File: src/rtl/message_receiver.sv
// message_receiver: bit-serial MSB-first word receiver.
// A start pulse in IDLE begins a message. Each bit window is BIT_CYC clocks
// long and the line is sampled once per window, at phase BIT_CYC/2. After the
// last window closes the word is published on data_out with a one-cycle valid.
module message_receiver #(
    parameter int MSG_W   = 16,
    parameter int BIT_CYC = 8
) (
    input  logic             clk,
    input  logic             rst,
    input  logic             start,
    input  logic             sin,
    output logic [MSG_W-1:0] data_out,
    output logic             valid,
    output logic             busy
);

    localparam int PH_W  = (BIT_CYC > 1) ? $clog2(BIT_CYC) : 1;
    localparam int CNT_W = $clog2(MSG_W + 1);

    localparam logic [PH_W-1:0]  PH_LAST  = PH_W'(BIT_CYC - 1);
    localparam logic [PH_W-1:0]  PH_MID   = PH_W'(BIT_CYC / 2);
    localparam logic [CNT_W-1:0] BIT_LAST = CNT_W'(MSG_W);

    typedef enum logic [2:0] {
        IDLE,
        INIT,
        COUNT,
        SAMPLE,
        DONE
    } state_t;

    state_t           state;
    logic [PH_W-1:0]  phase;
    logic [CNT_W-1:0] bit_cnt;
    logic [MSG_W-1:0] shift;

    logic [PH_W-1:0]  phase_inc;
    logic [PH_W-1:0]  phase_nxt;
    logic [CNT_W-1:0] bit_inc;
    logic             win_end;
    logic [MSG_W-1:0] shifted;

    // Phase counter wraps at the end of each bit window.
    assign phase_inc = phase + PH_W'(1);
    assign win_end   = (phase == PH_LAST);
    assign phase_nxt = win_end ? '0 : phase_inc;
    assign bit_inc   = bit_cnt + CNT_W'(1);

    // A one-bit message has nothing to shift out of the way.
    generate
        if (MSG_W == 1) begin : g_shift_one
            assign shifted = sin;
        end else begin : g_shift_many
            assign shifted = {shift[MSG_W-2:0], sin};
        end
    endgenerate

    // Receiver FSM with registered outputs. The sample and the window close
    // can land on the same cycle (BIT_CYC == 2), so SAMPLE also checks for the
    // final window and publishes the freshly shifted word directly.
    always_ff @(posedge clk or posedge rst) begin
        if (rst) begin
            state    <= IDLE;
            phase    <= '0;
            bit_cnt  <= '0;
            shift    <= '0;
            data_out <= '0;
            valid    <= 1'b0;
            busy     <= 1'b0;
        end else begin
            valid <= 1'b0;
            case (state)
                IDLE: begin
                    if (start) begin
                        state <= INIT;
                        busy  <= 1'b1;
                    end
                end
                INIT: begin
                    phase   <= '0;
                    bit_cnt <= '0;
                    shift   <= '0;
                    state   <= COUNT;
                end
                COUNT: begin
                    phase <= phase_nxt;
                    if (win_end) begin
                        if (bit_cnt == BIT_LAST) begin
                            state    <= DONE;
                            data_out <= shift;
                            valid    <= 1'b1;
                        end
                    end else if (phase_inc == PH_MID) begin
                        state <= SAMPLE;
                    end
                end
                SAMPLE: begin
                    shift   <= shifted;
                    bit_cnt <= bit_inc;
                    phase   <= phase_nxt;
                    if (win_end && bit_inc == BIT_LAST) begin
                        state    <= DONE;
                        data_out <= shifted;
                        valid    <= 1'b1;
                    end else begin
                        state <= COUNT;
                    end
                end
                DONE: begin
                    state <= IDLE;
                    busy  <= 1'b0;
                end
                default: begin
                    state <= IDLE;
                    busy  <= 1'b0;
                end
            endcase
        end
    end

endmodule

File: config.mk
export PLATFORM = sky130hd
export DESIGN_NAME = message_receiver
export DESIGN_NICKNAME = d
export VERILOG_FILES = /design/src/rtl/message_receiver.sv
export SDC_FILE = /design/constraint.sdc
export NUM_CORES = 1
export LEC_CHECK = 0
export ABC_AREA = 1
export CAP_MARGIN = 40
export CORE_MARGIN = 5
export CORE_UTILIZATION = 45
export CTS_BUF_LIST = sky130_fd_sc_hd__clkbuf_16
export DETAILED_ROUTE_END_ITERATION = 7
export PLACE_DENSITY = 0.8
export SYNTH_ARGS = -nofsm -noshare
export SYNTH_HDL_FRONTEND = slang
export SYNTH_SLANG_ARGS = --single-unit
export TNS_END_PERCENT = 10
File: constraint.sdc
create_clock -name clk -period 1.8 [get_ports clk]
set_clock_uncertainty 0.2 [all_clocks]
set_input_delay 0.36 -clock clk [delete_from_list [all_inputs] [get_ports clk]]
set_output_delay 0.36 -clock clk [all_outputs]
set_load 0.01 [all_outputs]
After elaboration in Yosys (flattened, before gate mapping)
Index checks and enable logic that the tools add are counted.
- register bits: 45
- bits of input ports: 4
- output and inout port bits: 18
- logic and storage cells: 53
- add/sub/neg operators: 2
- equal/unequal tests: 13
- mux-type cells: 20
- bitwise operators: 1
- reductions and logical operators: 10
- operator list (kind ; count):
    one-hot mux 16 bit (2 select lines) ; 2
    2-to-1 mux 16 bit ; 3
    2-to-1 mux 3 bit ; 6
    one-hot mux 3 bit (4 select lines) ; 1
    equality test 5 bit, second input constant ; 2
    one-hot mux 5 bit (2 select lines) ; 1
    != test 2 bit, second input constant ; 4
    equality test 3 x 2 -> 1 bit, second input constant ; 2
    equality test 3 bit, second input constant ; 2
    != test 3 bit, second input constant ; 2
    one-hot mux 3 bit (2 select lines) ; 1
    nonzero test 2 bit ; 3
    adder 5 x 1 -> 5 bit, second input constant ; 1
    2-to-1 mux 1 bit ; 4
    one-hot mux 1 bit (2 select lines) ; 2
    AND reduction 4 bit ; 1
    adder 3 x 1 -> 3 bit, second input constant ; 1
    equality test 3 x 1 -> 1 bit, second input constant ; 1
    zero test 3 bit ; 1
    AND reduction 3 bit ; 1
    OR reduction 3 bit ; 1
    AND reduction 2 bit ; 1
    OR reduction 2 bit ; 1
    logical AND 1 bit ; 1
    inverter 1 bit ; 1

Depth between registers and ports, before layout
Gate-level depths: netlist of the first run.
- word-level depth: 5
- mapped depth: 11
- depth with buffers taken out: 10

Worst setup path before layout of the first run
OpenSTA, ideal clock, no wires.
- path type: reg2reg
- from: register phase[0]
- to: register data_out[11]
- setup time: 0.116 ns
- arrival time: 1.480 ns
- data required time: 1.484 ns
- path slack: 0.004 ns
- cell stages (with the launch flop): 11
- path buffers: 1
- clock period less this slack: 1.796 ns
- cells stage by stage: dfrtp_1 ha_1 ha_1 nand2_1 nor2_4 and2_4 nand2_4 nand2_8 buf_12 nand2_1 nand2_1
- longest elaborated chain between the ends: 4
- elaborated cells on any way between the ends: 5
- classes of those cells: eq/ne: 3; reduce/logical: 2
- ends and longest elaborated chain (element ; RTL line ; RTL):
    from (decl) ; 34 ; logic [PH_W-1:0] phase;
    from (signal assigned) ; 87 ; phase <= phase_nxt;
    from (signal assigned) ; 101 ; phase <= phase_nxt;
    equality test 3 bit * ; 46 ; assign win_end = (phase == PH_LAST);
    logical AND 1 bit ; 102 ; if (win_end && bit_inc == BIT_LAST) begin
    != test 2 bit (no source line) ; - ;
    AND reduction 4 bit (no source line) * ; - ;
    to (signal assigned) ; 91 ; data_out <= shift;
    to (signal assigned) ; 104 ; data_out <= shifted;
    to (decl) ; 13 ; output logic [MSG_W-1:0] data_out,
Mark *: on every way between the ends. The rest lies on a longest branch, timed or not.
A chain may end at the register's enable or synchronous reset.

Worst setup path in the final report of the first run
- from: register data_out[0]
- to: output data_out[0]
No word-level cell between the ends.

==> results of run 1 <==
## logic make-up (layout without fill, tap and decap cells)
group	after synthesis	count (layout)	share of synthesized area, %
flip-flops	45	45	52.26
AO/OA/AOI/OAI	48	48	13.30
adder cells (fa/ha/maj)	6	6	3.484
buffers and inverters	41	75	8.362
AND/OR/NAND/NOR	105	105	22.59
## worst reg2reg max path: stages (launching register included)
cell	delay [ns]
dfrtp_1	0.42
ha_2	0.24
nand4_1	0.16
a21oi_4	0.27
nand2_8	0.11
buf_12	0.16
nand3_2	0.06
nand2_1	0.05
## where the power goes
part	total, W	internal, W	switching (W)
Sequential	0.00102	0.00102	0.00000346
Clock	0.00102	0.000651	0.000368
Combinational	0.0000512	0.0000183	0.0000329
Total	0.00209	0.00169	0.000404
## cell usage after synthesis
| cell type | count | area, um^2 |
|---|---|---|
| o221ai_1 | 1 | 8.760 |
| inv_2 | 1 | 3.750 |
| nand3_1 | 19 | 95.09 |
| o21bai_1 | 1 | 7.510 |
| nor2_4 | 1 | 11.26 |
| inv_1 | 31 | 116.4 |
| nand2_8 | 1 | 20.02 |
| nor2_1 | 7 | 26.28 |
| nand2_1 | 62 | 232.7 |
| a32o_1 | 3 | 30.03 |
| nand2_2 | 9 | 56.30 |
| and2_4 | 1 | 8.760 |
| nor2_2 | 1 | 6.260 |
| a21oi_1 | 3 | 15.01 |
| clkbuf_1 | 4 | 15.01 |
| nand4_1 | 3 | 18.77 |
| o22ai_1 | 10 | 62.56 |
| o21ai_0 | 28 | 140.1 |
| a21oi_4 | 1 | 16.27 |
| ha_1 | 6 | 75.07 |
| dfrtp_1 | 45 | 1126 |
| buf_12 | 1 | 20.02 |
| buf_4 | 2 | 15.01 |
| a31oi_1 | 1 | 6.260 |
| buf_2 | 2 | 10.01 |
| nand2_4 | 1 | 11.26 |
## registers in the layout (all words and copies together) (netlist names)
| signal | flops |
|---|---|
| busy | 1 |
| shift | 16 |
| data_out | 16 |
| state | 3 |
| valid | 1 |
| phase | 3 |
| bit_cnt | 5 |
## timing repair
item                       4_1_cts  5_1_grt
setup buffers                    0        3
gates resized for setup          2       21
pin swaps                        0       18
gates cloned                     0        0
setup endpoints to repair        9       20
## how the worst max path moves through the flow
stage / startpoint / end / slack, ns / cells after the start
3_5_place_dp: bit_cnt[1]$_DFFE_PP0P_ / data_out[5]$_DFFE_PP0P_ / -0.02 / 8
2_1_floorplan: phase[0]$_DFFE_PP0N_ / data_out[11]$_DFFE_PP0P_ / 0.004 / 10
6_report: data_out[0]$_DFFE_PP0P_ / data_out[0] / 0.02 / 1
5_1_grt: bit_cnt[1]$_DFFE_PP0P_ / data_out[0]$_DFFE_PP0P_ / -0.06 / 7
4_1_cts: bit_cnt[1]$_DFFE_PP0P_ / data_out[4]$_DFFE_PP0P_ / 0.005 / 8
3_3_place_gp: phase[0]$_DFFE_PP0N_ / data_out[15]$_DFFE_PP0P_ / 0.03 / 8
## per-layer routing
layer | routed length [um] | up-vias
li1 | - | 866
met1 | 1826 | 814
met2 | 2292 | 36
met3 | 178 | 8
met4 | 104 | 0
met5 | 0 | -
## stage by stage
stage | area (um^2) | hold slack (ns) | total power (W) | utilization, %
floorplan | 2155 | 0.2593 | 0.001071 | -
global placement | 2505 | 0.2822 | 0.001091 | 53.39
detailed placement | 2505 | 0.2901 | 0.001093 | 53.39
CTS | 2686 | 0.2271 | 0.002111 | 57.25
global route | 2803 | 0.2350 | 0.002177 | 59.73
finish | 2803 | 0.2100 | 0.002092 | 59.73
## final cells by class
class                   count  area share (%)
clock buffers               5           4.464
clock inverters             3           1.518
inverters                  32           4.420
multi-input cells         159           33.26
flip-flops and latches     45           40.18
well taps                  54           2.411
repair buffers             35           13.75
==> reports/metrics.cfg, run 1 <==
[worst_setup_path]
timing.rr.start=bit_cnt[0]$_DFFE_PP0P_
crit_chain=clkdlybuf4s50_1
crit_path_start_kind=register
cp-end-kind=primary output
worst_ep_arrival_time_ns=1.22
slowest_delay_ns=0.56
crit_fanout=2
worstPathRequired_ns=1.24
cp_top_family=buffers and inverters
r2r_slack_ns=0.04
critPathSlowestCell=clkdlybuf4s50_1
r2r-end=data_out[0]$_DFFE_PP0P_
crit_buf_inv=1
r2r_cells=7
path_class=register to primary output

[clock_network]
cts_inserted_buffers=5
worstSkewPairLatency_ns=0.28
ctsLongestPathBuffers=2
cts_root_buf=clkbuf_16
holdBufCountCts=0
clkTransAtPathRegs_ns=0.06
cts_tree=done
cts.sinks=45
htree_levels=2

[sta]
slew_headroom_pct=81.13
maxClockFrequency_ghz=0.5606
fin_ws_ns=0.01607
rsz0062_at_grt=yes
worst_slew_pin_slew_ns=0.2800
period_minus_slack_ns=1.784
fin_setup_tns_ns=0
hold_viol=0
setup_viol=0
drv_slew=0
post-route-period-util_pct=99.11

[detailed_routing]
dr.pass1.iters=4
wl_per_cell_um=13.22
drt-total-wl_um=4402
drc_errors=0
avgViaCountPerCell=5.177
drt_iter0_drc=126
vias=1724
drt.antenna.violating_nets=0

[floorplanning]
die_h_um=79.20
rows=25
start_util_pct=45.92
core_region_area_mm2=0.004692
die_area_mm2=0.006272
ios=22
dieWidth_um=79.20

[power]
p_per_area_mw_per_mm2=746.5
ir_drop_uv=384.1
leakagePower_nw=1.383

[global_routing]
antenna_found_initial=0
overflow=0
use_met1_pct=18.39
grt_pass1_vias=1630
top_usage_layer=met2
grt_util_all_layers_pct=15.59
gr-usage-met3_pct=4.082
grt_pass1_wl_um=7479
grt_max_degree=46
grt_use_met2_pct=25.67

[finish]
layout_common_cells=nand2_1, dfrtp_1, inv_1
syn_to_final_growth_pct=30.08
antenna_cells=0
fin_nets=288
fin_cells=333
drive_gt1_share_pct=19.71
multi_input_area_um2=932.1
final_common_cell=nand2_1
seqCellArea_mm2=0.001126
nFillCells=386

[synth]
synth.net_count=255
syn_avg_cell_area_um2=8.794
synth_area_mm2=0.002155
synthDistinctLibCells=26
ys_warn_count=0
yosysSeqAreaShare_pct=52.26
ys_ff_latch=45
netlist_instances=245

[placement]
hpwl_um=3008
place_inst=322
place_ws_ns=-0.02045
io_buffer_count=21
place_congestion=0.8131

[run_status]
status=finished, final reports clean

[min_path]
hold_class=input port to asynchronous set/reset pin

[run]
drv_cap=0

Note: power is estimated with default switching activity, not from simulation.
==> run 2, diff against run 1 <==
- CAP_MARGIN: 40 -> 20
- SKIP_LAST_GASP: unset -> 1
==> reports/metrics.cfg, run 2 (synthesis results as in run 1) <==
[clock_network]
cts_tree=done
htree_levels=2  ; unchanged
clkTransAtPathRegs_ns=0.06  ; about the same
cts_root_buf=clkbuf_16
cts.sinks=45  ; unchanged
worstSkewPairLatency_ns=0.28  ; about the same
ctsLongestPathBuffers=2  ; unchanged
holdBufCountCts=0  ; unchanged
cts_inserted_buffers=5  ; unchanged

[sta]
drv_slew=0  ; unchanged
rsz0062_at_grt=yes
post-route-period-util_pct=103.3  ; +4.2 points
period_minus_slack_ns=1.860  ; +0.07623 ns
setup_viol=14  ; +14
maxClockFrequency_ghz=0.5376  ; -4.1%
fin_setup_tns_ns=-0.4679  ; -0.4679 ns
slew_headroom_pct=80.55  ; -0.59 points
hold_ws_ns=0.2133  ; +0.003294 ns
hold_viol=0  ; unchanged
worst_slew_pin_slew_ns=0.2887  ; +0.008694 ns
fin_ws_ns=-0.06016  ; -0.07623 ns

[power]
p_sw_w=0.0004037  ; -0.14%
power_frac_comb_pct=2.5  ; about the same
leakagePower_nw=1.353  ; -2.2%
seqPwrFrac_pct=48.9  ; about the same
p_clk_share_pct=48.7  ; about the same
p_int_w=0.001688  ; about the same
netSwitchingFraction_pct=19.30  ; -0.021 points
ir_drop_uv=384.1  ; about the same
p_per_area_mw_per_mm2=740.1  ; -0.87%

[detailed_routing]
drc_errors=0  ; unchanged
vias=1772  ; +2.8%
dr.pass1.iters=4  ; unchanged
wl_per_cell_um=14.14  ; +6.9%
avgViaCountPerCell=5.274  ; +1.9%
drt.antenna.violating_nets=0  ; unchanged
drt-total-wl_um=4750  ; +7.9%
drt_iter0_drc=83  ; -34%

[global_routing]
grt_util_all_layers_pct=15.47  ; -0.12 points
grt_pass1_wl_um=7424  ; -0.74%
grt_pass1_vias=1636  ; +0.37%
antenna_found_initial=0  ; unchanged
overflow=0  ; unchanged
grt_max_degree=46  ; unchanged

[floorplanning]
rows=25  ; unchanged
die_area_mm2=0.006272  ; unchanged
ios=22  ; unchanged
core_region_area_mm2=0.004692  ; unchanged
dieWidth_um=79.20  ; unchanged
die_h_um=79.20  ; unchanged
start_util_pct=45.92  ; unchanged

[finish]
layout_common_cells=nand2_1, dfrtp_1, inv_1, o21ai_0, clkdlybuf4s50_1
seqCellArea_mm2=0.001129  ; +0.22%
drive_gt1_share_pct=20.57  ; +0.85 points
final_common_cell=nand2_1
antenna_cells=0  ; unchanged
syn_to_final_growth_pct=31.18
nFillCells=382  ; -1.0%
multi_input_area_um2=933.4  ; +0.13%
biggestRegsByFlops=data_out (16), shift (16), bit_cnt (5)
fin_nets=291  ; +1.0%

[worst_setup_path]
cp-end-kind=register
path_class=register to register
worstPathRequired_ns=1.78  ; +0.54 ns
crit_path_start_kind=register
r2r_cells=10  ; +3
crit_fanout=7  ; +5
worst_ep_arrival_time_ns=1.84  ; +0.62 ns

[run_status]
failed_checks=negative setup slack
status=finished, violations left

[placement]
place_congestion=0.8131  ; unchanged
io_buffer_count=21  ; unchanged
hpwl_um=3008  ; unchanged

[min_path]
hold_class=input port to asynchronous set/reset pin

[run]
drv_cap=0  ; unchanged

-- run 2: changes by cell type in the layout (fill, tap and decap cells not counted), moves of 3 or more --
cell and delta:
dlymetal6s2s_1 -3, nand3_2 -5, nand3_1 +5, clkdlybuf4s50_1 +3
-- run 2: per-layer routing --
metal | GRT usage, % | routed length, um
met1 | 18.10 | 1949
met4 | 8.763 | 163
met2 | 25.59 | 2465
met5 | 0 | 0
met3 | 4.082 | 172
-- run 2: path summary, 6_finish.rpt --
kind	slack, ns	to	startpoint
min reg2reg	0.30	busy$_DFFE_PP0P_	state[2]$_DFFE_PP0P_
min in group clk	0.30	busy$_DFFE_PP0P_	state[2]$_DFFE_PP0P_
max	-0.06	data_out[3]$_DFFE_PP0P_	bit_cnt[1]$_DFFE_PP0P_
max in group asynchronous	0.96	bit_cnt[0]$_DFFE_PP0P_	rst
max reg2reg	-0.06	data_out[3]$_DFFE_PP0P_	bit_cnt[1]$_DFFE_PP0P_
min	0.21	data_out[13]$_DFFE_PP0P_	rst
-- run 2: area by class of cell --
class / instances / share of cell area (%)
flip-flops and latches: 45 / 39.93
multi-input cells: 160 / 33.02
repair buffers: 37 / 14.34
clock buffers: 5 / 4.427
inverters: 32 / 4.382
well taps: 54 / 2.390
clock inverters: 3 / 1.505
-- run 2: power by group through the flow --
| stage | logic (W) | registers [W] | clock network [W] |
|---|---|---|---|
| 2_1_floorplan | 0.0000311 | 0.00104 | 0 |
| 3_3_place_gp | 0.0000517 | 0.00104 | 0 |
| 3_5_place_dp | 0.0000528 | 0.00104 | 0 |
| 4_1_cts | 0.0000533 | 0.00102 | 0.00104 |
| 5_1_grt | 0.0000603 | 0.00102 | 0.00109 |
| 6_report | 0.0000513 | 0.00102 | 0.00102 |
-- run 2: what timing repair did --
item,CTS,global route
resized for setup,1,20
endpoints found under the setup margin,9,19
buffers inserted,0,5
cloned,0,1
pin swaps,0,14
-- run 2: stage by stage --
stage / utilization, % / instances / cell area (um^2) / power [W] / worst slack [ns]
floorplan: - / 245 / 2155 / 0.001071 / 0.003711
global placement: 53.39 / 322 / 2505 / 0.001091 / 0.02860
detailed placement: 53.39 / 322 / 2505 / 0.001093 / -0.02045
CTS: 57.07 / 330 / 2678 / 0.002111 / -0.004023
global route: 60.24 / 336 / 2826 / 0.002173 / -0.1104
finish: 60.24 / 336 / 2826 / 0.002092 / -0.06016
-- run 2: critical path, cell delays in order, from the launching register on --
cell and delay (ns):
dfrtp_2 0.44, buf_12 0.14, ha_4 0.16, nand2_2 0.06, nand2_2 0.08, nor2_4 0.11
and2_4 0.18, nand2_8 0.09, buf_12 0.16, nand3_1 0.07, nand2_1 0.06
==> run 3, diff against run 2 <==
- CORE_UTILIZATION: 45 -> 50
- PLACE_DENSITY: 0.8 -> 0.86
==> reports/metrics.cfg, run 3 (synthesis results as in run 1) <==
[finish]
layout_common_cells=nand2_1, dfrtp_1, o21ai_0
postLayoutCoreUtil_pct=68.77  ; +8.5 points
fin_cells=339  ; +0.89%
final_common_cell=nand2_1
antenna_cells=0  ; unchanged
syn_to_final_growth_pct=30.43
fin_nets=298  ; +2.4%
seqCellArea_mm2=0.001129  ; unchanged
drive_gt1_share_pct=21.45  ; +0.89 points
nFillCells=276  ; -28%
multi_input_area_um2=924.6  ; -0.94%
biggestRegsByFlops=data_out (16), shift (16), bit_cnt (5)

[global_routing]
overflow=0  ; unchanged
grt_pass1_wl_um=8549  ; +15%
grt_util_all_layers_pct=20.55  ; +5.1 points
grt_max_degree=37  ; -20%
antenna_found_initial=0  ; unchanged
grt_pass1_vias=1835  ; +12%

[placement]
place_inst=319  ; -0.93%
place_congestion=0.8900  ; +9.5%
hpwl_um=3252  ; +8.1%
io_buffer_count=21  ; unchanged

[sta]
period_minus_slack_ns=1.865  ; +0.004450 ns
drv_slew=0  ; unchanged
hold_ws_ns=0.1153  ; -0.09806 ns
fin_ws_ns=-0.06461  ; -0.004450 ns
maxClockFrequency_ghz=0.5363  ; -0.24%
setup_viol=10  ; -4
slew_headroom_pct=71.89  ; -8.7 points
hold_viol=0  ; unchanged
post-route-period-util_pct=103.6  ; +0.25 points
worst_slew_pin_slew_ns=0.4190  ; +0.1303 ns
rsz0062_at_grt=yes

[detailed_routing]
vias=1953  ; +10%
drc_errors=0  ; unchanged
avgViaCountPerCell=5.761  ; +9.2%
highest_layer=met4
dr.pass1.iters=5  ; +1
dr_wl_met3_um=469  ; +170%
met2WireLength_um=2869  ; +16%
drt.antenna.violating_nets=0  ; unchanged
wl_met1_um=2093  ; +7.4%
wl_per_cell_um=16.75  ; +18%
drt_iter0_drc=250  ; +200%
drt-total-wl_um=5678  ; +20%

[power]
power_frac_comb_pct=2.7  ; +0.2 points
p_per_area_mw_per_mm2=702.9  ; -5.0%
leakagePower_nw=1.367  ; +1.1%
ir_drop_uv=612.1  ; +59%
p_clk_share_pct=45.6  ; -3.1 points
p_int_w=0.001552  ; -8.1%
seqPwrFrac_pct=51.7  ; +2.8 points
p_sw_w=0.0004231  ; +4.8%
netSwitchingFraction_pct=21.42  ; +2.1 points

[worst_setup_path]
crit_fanout=7  ; unchanged
critPathSlowestCell=dfrtp_2
worst_ep_arrival_time_ns=1.84  ; about the same
crit_chain=inv_2 > ha_1 > nand4_1 > nor2_1 > nand2_2 > buf_4 > nand3_1 > nand2_1
worstPathRequired_ns=1.77  ; about the same
crit_path_start_kind=register
cp-end-kind=register
path_class=register to register
slowest_delay_ns=0.45  ; about the same

[floorplanning]
ios=22  ; unchanged
core_region_area_mm2=0.004086  ; -13%
die_h_um=75.65  ; -4.5%
dieWidth_um=75.65  ; -4.5%
die_area_mm2=0.005722  ; -8.8%
rows=23  ; -8.0%
start_util_pct=52.73  ; +6.8 points

[clock_network]
clkTransAtPathRegs_ns=0.06  ; about the same
cts_tree=done
cts_root_buf=clkbuf_16
htree_levels=2  ; unchanged
cts.sinks=45  ; unchanged
worstSkewPairLatency_ns=0.29  ; about the same
cts_inserted_buffers=5  ; unchanged
holdBufCountCts=0  ; unchanged
ctsLongestPathBuffers=2  ; unchanged

[run_status]
failed_checks=negative setup slack
status=finished, violations left

[run]
drv_cap=0  ; unchanged

[min_path]
hold_class=input port to asynchronous set/reset pin

==> run 3: final timing paths <==
check | from | endpoint | slack, ns | cells after the start
hold / removal | rst | state[1]$_DFFE_PP0P_ | 0.12 | 2
setup / recovery | bit_cnt[1]$_DFFE_PP0P_ | data_out[9]$_DFFE_PP0P_ | -0.06 | 8
hold reg to reg | state[2]$_DFFE_PP0P_ | busy$_DFFE_PP0P_ | 0.28 | 1
min in group clk | state[2]$_DFFE_PP0P_ | busy$_DFFE_PP0P_ | 0.28 | 1
max in group asynchronous | rst | shift[8]$_DFFE_PP0P_ | 0.81 | 3
setup reg to reg | bit_cnt[1]$_DFFE_PP0P_ | data_out[9]$_DFFE_PP0P_ | -0.06 | 8
==> run 3: power by group through the flow <==
| stage | logic, W | clock network (W) | registers, W |
|---|---|---|---|
| floorplan | 0.0000311 | 0 | 0.00104 |
| global placement | 0.0000510 | 0 | 0.00104 |
| detailed placement | 0.0000525 | 0 | 0.00104 |
| CTS | 0.0000537 | 0.000907 | 0.00102 |
| global route | 0.0000597 | 0.000961 | 0.00102 |
| finish | 0.0000528 | 0.000901 | 0.00102 |
==> run 3: area by class of cell <==
class                   instances  area share (%)
multi-input cells             161           32.90
clock inverters                 3          0.8014
repair buffers                 43           15.05
flip-flops and latches         45           40.16
clock buffers                   5           4.452
well taps                      50           2.226
inverters                      32           4.408
==> run 3: critical path, delay by kind of cell, from the launching register on <==
family	cells	cell delay, ns
fa+ha+maj	1	0.13
buf+inv	2	0.27
simple gates	5	0.69
flops	1	0.45
==> run 3: per-stage QoR <==
| stage | setup slack (ns) | power [W] | cell area (um^2) | setup TNS, ns |
|---|---|---|---|---|
| CTS | 0.01164 | 0.001982 | 2683 | 0 |
| floorplan | 0.003711 | 0.001071 | 2155 | 0 |
| global route | -0.1725 | 0.002042 | 2810 | -1.789 |
| detailed placement | -0.005631 | 0.001093 | 2482 | -0.006745 |
| finish | -0.06461 | 0.001975 | 2810 | -0.2216 |
| global placement | 0.07064 | 0.001091 | 2482 | 0 |
==> run 3: per-layer routing <==
metal	track usage, %	vias up
met5	0	-
met4	12.23	0
met3	6.069	30
met2	34.23	115
met1	23.29	918
li1	-	890
==> run 3: timing repair <==
| action | 4_1_cts | 5_1_grt |
|---|---|---|
| hold endpoints to repair | 0 | 0 |
| gates resized for setup | 2 | 18 |
| setup buffers | 4 | 6 |
| gates cloned | 1 | 1 |
| endpoints found under the setup margin | 4 | 20 |
| pin swaps | 3 | 10 |
